==> config.mk <==
export PLATFORM = sky130hd
export DESIGN_NAME = vsq_scale_accum
export DESIGN_NICKNAME = d
export VERILOG_FILES = /design/src/rtl/vsq_pkg.sv /design/src/rtl/vsq_lane.sv /design/src/rtl/vsq_scale_accum.sv
export SDC_FILE = /design/constraint.sdc
export NUM_CORES = 2
export LEC_CHECK = 0
export ABC_AREA = 1
export ABC_CLOCK_PERIOD_IN_PS = 12900
export CAP_MARGIN = 15
export CORE_MARGIN = 2
export CORE_UTILIZATION = 35
export DETAILED_ROUTE_END_ITERATION = 10
export SLEW_MARGIN = 40
export SYNTH_ARGS = -nofsm -noshare
export SYNTH_HDL_FRONTEND = slang
export SYNTH_SLANG_ARGS = --single-unit
==> constraint.sdc <==
create_clock -name clk -period 12.9 [get_ports clk]
set_input_delay 2.58 -clock clk [delete_from_list [all_inputs] [get_ports clk]]
set_output_delay 2.58 -clock clk [all_outputs]
set_load 0.1 [all_outputs]
==> src/rtl/vsq_pkg.sv <==
// Shared types, default widths and saturation helpers for the VSQ scale accumulator.
package vsq_pkg;

    localparam int unsigned DEF_LANES  = 4;
    localparam int unsigned DEF_PSUM_W = 14;
    localparam int unsigned DEF_SF_W   = 8;
    localparam int unsigned DEF_ACC_W  = 32;
    localparam int unsigned DEF_LEN_W  = 8;
    localparam int unsigned PROD_W     = DEF_PSUM_W + 2 * DEF_SF_W;

    typedef enum logic [1:0] {
        ST_ACC   = 2'd0,
        ST_DRAIN = 2'd1,
        ST_OUT   = 2'd2
    } state_t;

    // Product width for an arbitrary build.
    function automatic int unsigned prod_w(input int unsigned psum_w, input int unsigned sf_w);
        return psum_w + 2 * sf_w;
    endfunction

    // Largest / smallest signed ACC_W value, right-aligned in 64 bits.
    function automatic logic [63:0] acc_max(input int unsigned acc_w);
        return (64'd1 << (acc_w - 1)) - 64'd1;
    endfunction

    function automatic logic [63:0] acc_min(input int unsigned acc_w);
        return ~acc_max(acc_w);
    endfunction

    localparam logic [DEF_ACC_W-1:0] ACC_MAX = DEF_ACC_W'(acc_max(DEF_ACC_W));
    localparam logic [DEF_ACC_W-1:0] ACC_MIN = DEF_ACC_W'(acc_min(DEF_ACC_W));

endpackage

==> src/rtl/vsq_lane.sv <==
// One lane: S1 operand/scale register, S2 exact product, S3 saturating accumulator.
module vsq_lane
    import vsq_pkg::*;
#(
    parameter int unsigned PSUM_W = DEF_PSUM_W,
    parameter int unsigned SF_W   = DEF_SF_W,
    parameter int unsigned ACC_W  = DEF_ACC_W
) (
    input  logic              clk,
    input  logic              rst_n,
    input  logic              s1_en,
    input  logic              s3_en,
    input  logic              clr,
    input  logic              vsq,
    input  logic [PSUM_W-1:0] psum,
    input  logic [SF_W-1:0]   a_sf,
    input  logic [SF_W-1:0]   b_sf,
    output logic [ACC_W-1:0]  acc,
    output logic              sat
);

    localparam int unsigned S_W  = 2 * SF_W;
    localparam int unsigned P_W  = prod_w(PSUM_W, SF_W);
    localparam int unsigned EXT  = ACC_W + 1 - P_W;
    localparam logic [ACC_W-1:0] SAT_HI = ACC_W'(acc_max(ACC_W));
    localparam logic [ACC_W-1:0] SAT_LO = ACC_W'(acc_min(ACC_W));

    logic [PSUM_W-1:0]       psum_q;
    logic [S_W-1:0]          s_q;
    logic [S_W-1:0]          s_c;
    logic signed [P_W-1:0]   p_c;
    logic signed [P_W-1:0]   p_q;
    logic [ACC_W:0]          sum_c;
    logic                    ovf_c;
    logic [ACC_W-1:0]        acc_q;
    logic                    sat_q;

    always_comb begin
        s_c = vsq ? (S_W'(a_sf) * S_W'(b_sf)) : S_W'(1);
    end

    // Scale is zero-extended so the signed multiply treats it as unsigned; result fits P_W exactly.
    always_comb begin
        p_c = $signed({{(P_W - PSUM_W){psum_q[PSUM_W-1]}}, psum_q})
            * $signed({{(P_W - S_W){1'b0}}, s_q});
    end

    always_comb begin
        sum_c = {acc_q[ACC_W-1], acc_q} + {{EXT{p_q[P_W-1]}}, p_q};
        ovf_c = sum_c[ACC_W] ^ sum_c[ACC_W-1];
    end

    always_ff @(posedge clk or negedge rst_n) begin
        if (!rst_n) begin
            psum_q <= '0;
            s_q    <= '0;
            p_q    <= '0;
            acc_q  <= '0;
            sat_q  <= 1'b0;
        end else begin
            if (s1_en) begin
                psum_q <= psum;
                s_q    <= s_c;
            end
            p_q <= p_c;
            if (clr) begin
                acc_q <= '0;
                sat_q <= 1'b0;
            end else if (s3_en) begin
                if (ovf_c) begin
                    acc_q <= sum_c[ACC_W] ? SAT_LO : SAT_HI;
                    sat_q <= 1'b1;
                end else begin
                    acc_q <= sum_c[ACC_W-1:0];
                end
            end
        end
    end

    assign acc = acc_q;
    assign sat = sat_q;

endmodule

==> src/rtl/vsq_scale_accum.sv <==
// Multi-lane VSQ accumulator: group FSM, beat counter, config latches and handshakes.
module vsq_scale_accum
    import vsq_pkg::*;
#(
    parameter int unsigned LANES  = DEF_LANES,
    parameter int unsigned PSUM_W = DEF_PSUM_W,
    parameter int unsigned SF_W   = DEF_SF_W,
    parameter int unsigned ACC_W  = DEF_ACC_W,
    parameter int unsigned LEN_W  = DEF_LEN_W
) (
    input  logic                    clk,
    input  logic                    rst_n,
    input  logic                    cfg_vsq,
    input  logic [LEN_W-1:0]        cfg_len,
    input  logic                    in_valid,
    output logic                    in_ready,
    input  logic [LANES*PSUM_W-1:0] in_psum,
    input  logic [LANES*SF_W-1:0]   in_a_sf,
    input  logic [SF_W-1:0]         in_b_sf,
    output logic                    out_valid,
    input  logic                    out_ready,
    output logic [LANES*ACC_W-1:0]  out_acc,
    output logic [LANES-1:0]        out_sat,
    output logic                    busy
);

    state_t             state_q, state_d;
    logic [LEN_W-1:0]   cnt_q, cnt_d;
    logic [LEN_W-1:0]   len_q;
    logic               vsq_q;
    logic               v1_q, v2_q;
    logic               in_ready_q, out_valid_q, busy_q;

    logic               accept_c, first_c, last_c, done_c, vsq_eff_c;
    logic [LEN_W-1:0]   len_eff_c;

    // Config is taken live on the first beat and from the latches afterwards.
    always_comb begin
        accept_c  = in_valid && in_ready_q;
        first_c   = (cnt_q == '0);
        len_eff_c = first_c ? ((cfg_len == '0) ? LEN_W'(1) : cfg_len) : len_q;
        vsq_eff_c = first_c ? cfg_vsq : vsq_q;
        last_c    = (cnt_q == len_eff_c - LEN_W'(1));
        done_c    = out_valid_q && out_ready;
    end

    always_comb begin
        state_d = state_q;
        cnt_d   = cnt_q;
        case (state_q)
            ST_ACC: begin
                if (accept_c) begin
                    cnt_d = cnt_q + LEN_W'(1);
                    if (last_c) state_d = ST_DRAIN;
                end
            end
            ST_DRAIN: begin
                if (!v1_q && !v2_q) state_d = ST_OUT;
            end
            ST_OUT: begin
                if (done_c) begin
                    state_d = ST_ACC;
                    cnt_d   = '0;
                end
            end
            default: state_d = ST_ACC;
        endcase
    end

    always_ff @(posedge clk or negedge rst_n) begin
        if (!rst_n) begin
            state_q     <= ST_ACC;
            cnt_q       <= '0;
            len_q       <= LEN_W'(1);
            vsq_q       <= 1'b0;
            v1_q        <= 1'b0;
            v2_q        <= 1'b0;
            in_ready_q  <= 1'b1;
            out_valid_q <= 1'b0;
            busy_q      <= 1'b0;
        end else begin
            state_q     <= state_d;
            cnt_q       <= cnt_d;
            if (accept_c && first_c) begin
                len_q <= len_eff_c;
                vsq_q <= cfg_vsq;
            end
            v1_q        <= accept_c;
            v2_q        <= v1_q;
            in_ready_q  <= (state_d == ST_ACC);
            out_valid_q <= (state_d == ST_OUT);
            busy_q      <= (state_d != ST_ACC) || (cnt_d != '0) || accept_c || v1_q;
        end
    end

    for (genvar i = 0; i < LANES; i++) begin : gen_lane
        vsq_lane #(
            .PSUM_W (PSUM_W),
            .SF_W   (SF_W),
            .ACC_W  (ACC_W)
        ) u_lane (
            .clk    (clk),
            .rst_n  (rst_n),
            .s1_en  (accept_c),
            .s3_en  (v2_q),
            .clr    (done_c),
            .vsq    (vsq_eff_c),
            .psum   (in_psum[i*PSUM_W +: PSUM_W]),
            .a_sf   (in_a_sf[i*SF_W +: SF_W]),
            .b_sf   (in_b_sf),
            .acc    (out_acc[i*ACC_W +: ACC_W]),
            .sat    (out_sat[i])
        );
    end

    assign in_ready  = in_ready_q;
    assign out_valid = out_valid_q;
    assign busy      = busy_q;

endmodule

==> flow_summary.ini <==
[outcome]
status = completed

[yosys]
synth_edf_count = 0
syn_nets = 9815
yosys_register_bits = 396
netlist_area_sq_um = 62300
avgSynthCellArea_sq_um = 7.61
yosysSeqAreaShare_pct = 15.9
synth_top_cells_by_area = fa_1 26%, dfrtp_1 16%, nand2_1 14%, ha_1 14%, inv_1 11%
synthCells = 8191
synth-async-reset-ratio_pct = 100
synth_cell_types = 57
synth_area_leader_cell = fa_1
synth_top_flop_cell = dfrtp_1
yosysTopAreaCellShare_pct = 26.1
ys_warn_count = 0

[critical_path]
r2r_slack_ns = 6.66
cp-start-kind = input pin
cpLargestDelayFamily = adder cells
cp_slowest_cell = fa_1
arrival_ns = 7.25
cp-end-kind = flip-flop
slowest_delay_ns = 0.54
cp.required_ns = 13.46
crit_path_max_fanout = 32
crit_buf_inv = 5
critical_path_class = in2reg
worstPathCellList = clkdlybuf4s50_1 > buf_4 > nand2_1 > fa_1 > fa_1 > inv_1 > fa_1 > inv_1 > fa_1 > inv_1 > ha_1 > a21oi_1 > o21ai_0 > a21oi_1 > o21ai_0 > nand2_1 > nand2_1 > a21oi_1 > a21oi_1 > o21ai_0 > nand2_1

[hold_path]
hp-class = reg2reg

[place]
dp_worst_setup_slack_ns = 5.49
dp_hpwl_mm = 139
portBuffers = 243
place_congestion = 0.912

[sta]
maxSlewViolCount = 0
worst_slack_ns = 6.21
clock.fmax_mhz = 149
rsz0062_at_grt = no
clock_skew_ns = 0.0343
hold_ws_ns = 0.438
setup_tns_ns = 0
finalHoldViolCount = 0
tightestPinTransition_ns = 0.877
timing.final.crit_share_pct = 51.9
fin_crit_ns = 6.69
setup_viol = 0
relSlewSlack_pct = 41.6

[clock_tree]
clockBufferDepth = 3
clk_pin_slew_ns = 0.06
clk_latency_ns = 0.70
root_buffer = clkbuf_16
cts-resized-gates = 0
ctsHoldBuffers = 0
cts_setup_buffers = 0
cts_tree = built
h-tree-depth = 2
clkSinkCount = 396
numCtsBuffers = 54

[routing]
viasPerCell = 4.82
drc = 0
wl_per_cell_um = 16.2
drtAntennaViolNets = 0
drt-initial-drc-count = 2896
vias = 51146
drt-pass1-iter-count = 6
drt-total-wl_mm = 172

[cells_and_area]
fin_nets = 9829
drive_above_1_share_pct = 4.66
area_growth_syn_to_layout_pct = 8.75
fillers = 18453

[floorplanning]
dieHeight_um = 426
rows = 154
die_w_um = 426
core_area_sq_um = 176000
io_pins = 244
initial_core_util_pct = 35.3
dieArea_sq_um = 181000

[grt]
grt_pass1_vias = 54136
antenna_found_initial = 26
grt_max_degree = 129
grt_pass1_wl_mm = 284
grt-ovfl-total = 0
grt_util_all_layers_pct = 19.4

[flow_run]
max-cap-violations = 0
[worst paths after layout]
path / end / cells past startpoint / from
setup / recovery: gen_lane[2].u_lane.s_q[14] / 21 / in_b_sf[4]
hold / removal: v2_q / 0 / v1_q
setup reg to reg: gen_lane[3].u_lane.p_q[22] / 22 / gen_lane[3].u_lane.psum_q[2]
hold reg to reg: v2_q / 0 / v1_q
max in group asynchronous: gen_lane[2].u_lane.p_q[26] / 4 / rst_n
min in group asynchronous: cnt_q[3] / 1 / rst_n
[worst register-to-register path: cells and delay by family (launching register included)]
family	cells	cell delay, ns
buffers and inverters	6	0.31
AND/OR/NAND/NOR	5	0.68
flip-flops	1	0.66
XOR/XNOR	1	0.20
adder cells (fa/ha/maj)	7	3.32
AO/OA/AOI/OAI	3	0.96
[metal layers]
layer / global-route usage [%] / routed length [um]
met4: 6.11 / 5350
met1: 25.3 / 75700
met5: 0 / 45
met2: 33.6 / 83400
met3: 2.16 / 7510
[flip-flops by register name, indices dropped and copies added (netlist names), 2 cells and up]
name / count
state_q: 2
gen_lane.u_lane.psum_q: 56
gen_lane.u_lane.s_q: 64
gen_lane.u_lane.sat: 4
cnt_q: 8
gen_lane.u_lane.acc: 128
gen_lane.u_lane.p_q: 120
len_q: 8
[cell type report]
cell class	count	area (sq um)	share of cell area [%]
clock buffer	69	1470	2.17
antenna	16	40.0	0.0591
timing repair buffer	270	2040	3.02
tap	2340	2930	4.32
inverter	1857	6970	10.3
sequential	396	9910	14.6
clock inverter	30	375	0.554
multi-input combinational	5626	44000	65.0
[synthesized netlist by cell type, drive strengths merged (20+ instances only)]
master,count
nand4,31
a21oi,355
o21bai,20
fa,812
a21o,23
xnor2,139
nand3,272
xor2,106
buf,48
inv,1855
o21ai,222
ha,703
nor3,45
nand2,2429
dfrtp,394
nor2,323
clkbuf,264
[metrics by stage]
stage / instances / utilization (%) / area, sq um
global route: 10601 / 38.4 / 67700
floorplan: 8191 / - / 62300
CTS: 10585 / 38.3 / 67600
finish: 10604 / 38.4 / 67800
global placement: 10481 / 37.6 / 66400
detailed placement: 10486 / 37.3 / 65800
[kinds of logic after synthesis]
logic type	count (synthesis)	synth area share, %
simple gates	3138	20.3
buf+inv	2169	13.5
fa+ha+maj	1515	40.2
compound gates	728	6.65
flops	396	15.9
xor+xnor	245	3.44
[cell usage in the layout (no fill, tap or decap), types with 18 or more instances in the layout]
master / netlist / final
nand2_1: 2394 / 2393
inv_1: 1837 / 1836
fa_1: 812 / 812
ha_1: 703 / 703
dfrtp_1: 394 / 393
a21oi_1: 343 / 342
nor2_1: 309 / 308
nand3_1: 259 / 259
o21ai_0: 187 / 187
buf_2: 8 / 142
xnor2_1: 139 / 139
xor2_1: 106 / 106
clkdlybuf4s50_1: 0 / 100
clkbuf_16: 0 / 54
nor3_1: 34 / 34
o21ai_1: 32 / 32
nand4_1: 31 / 31
nand2_2: 31 / 31
a21o_1: 23 / 23
o21bai_1: 20 / 20
inv_2: 18 / 18
Power is not shown: default switching activity piles up to over one toggle a cycle in this logic, so the estimate is an artifact.
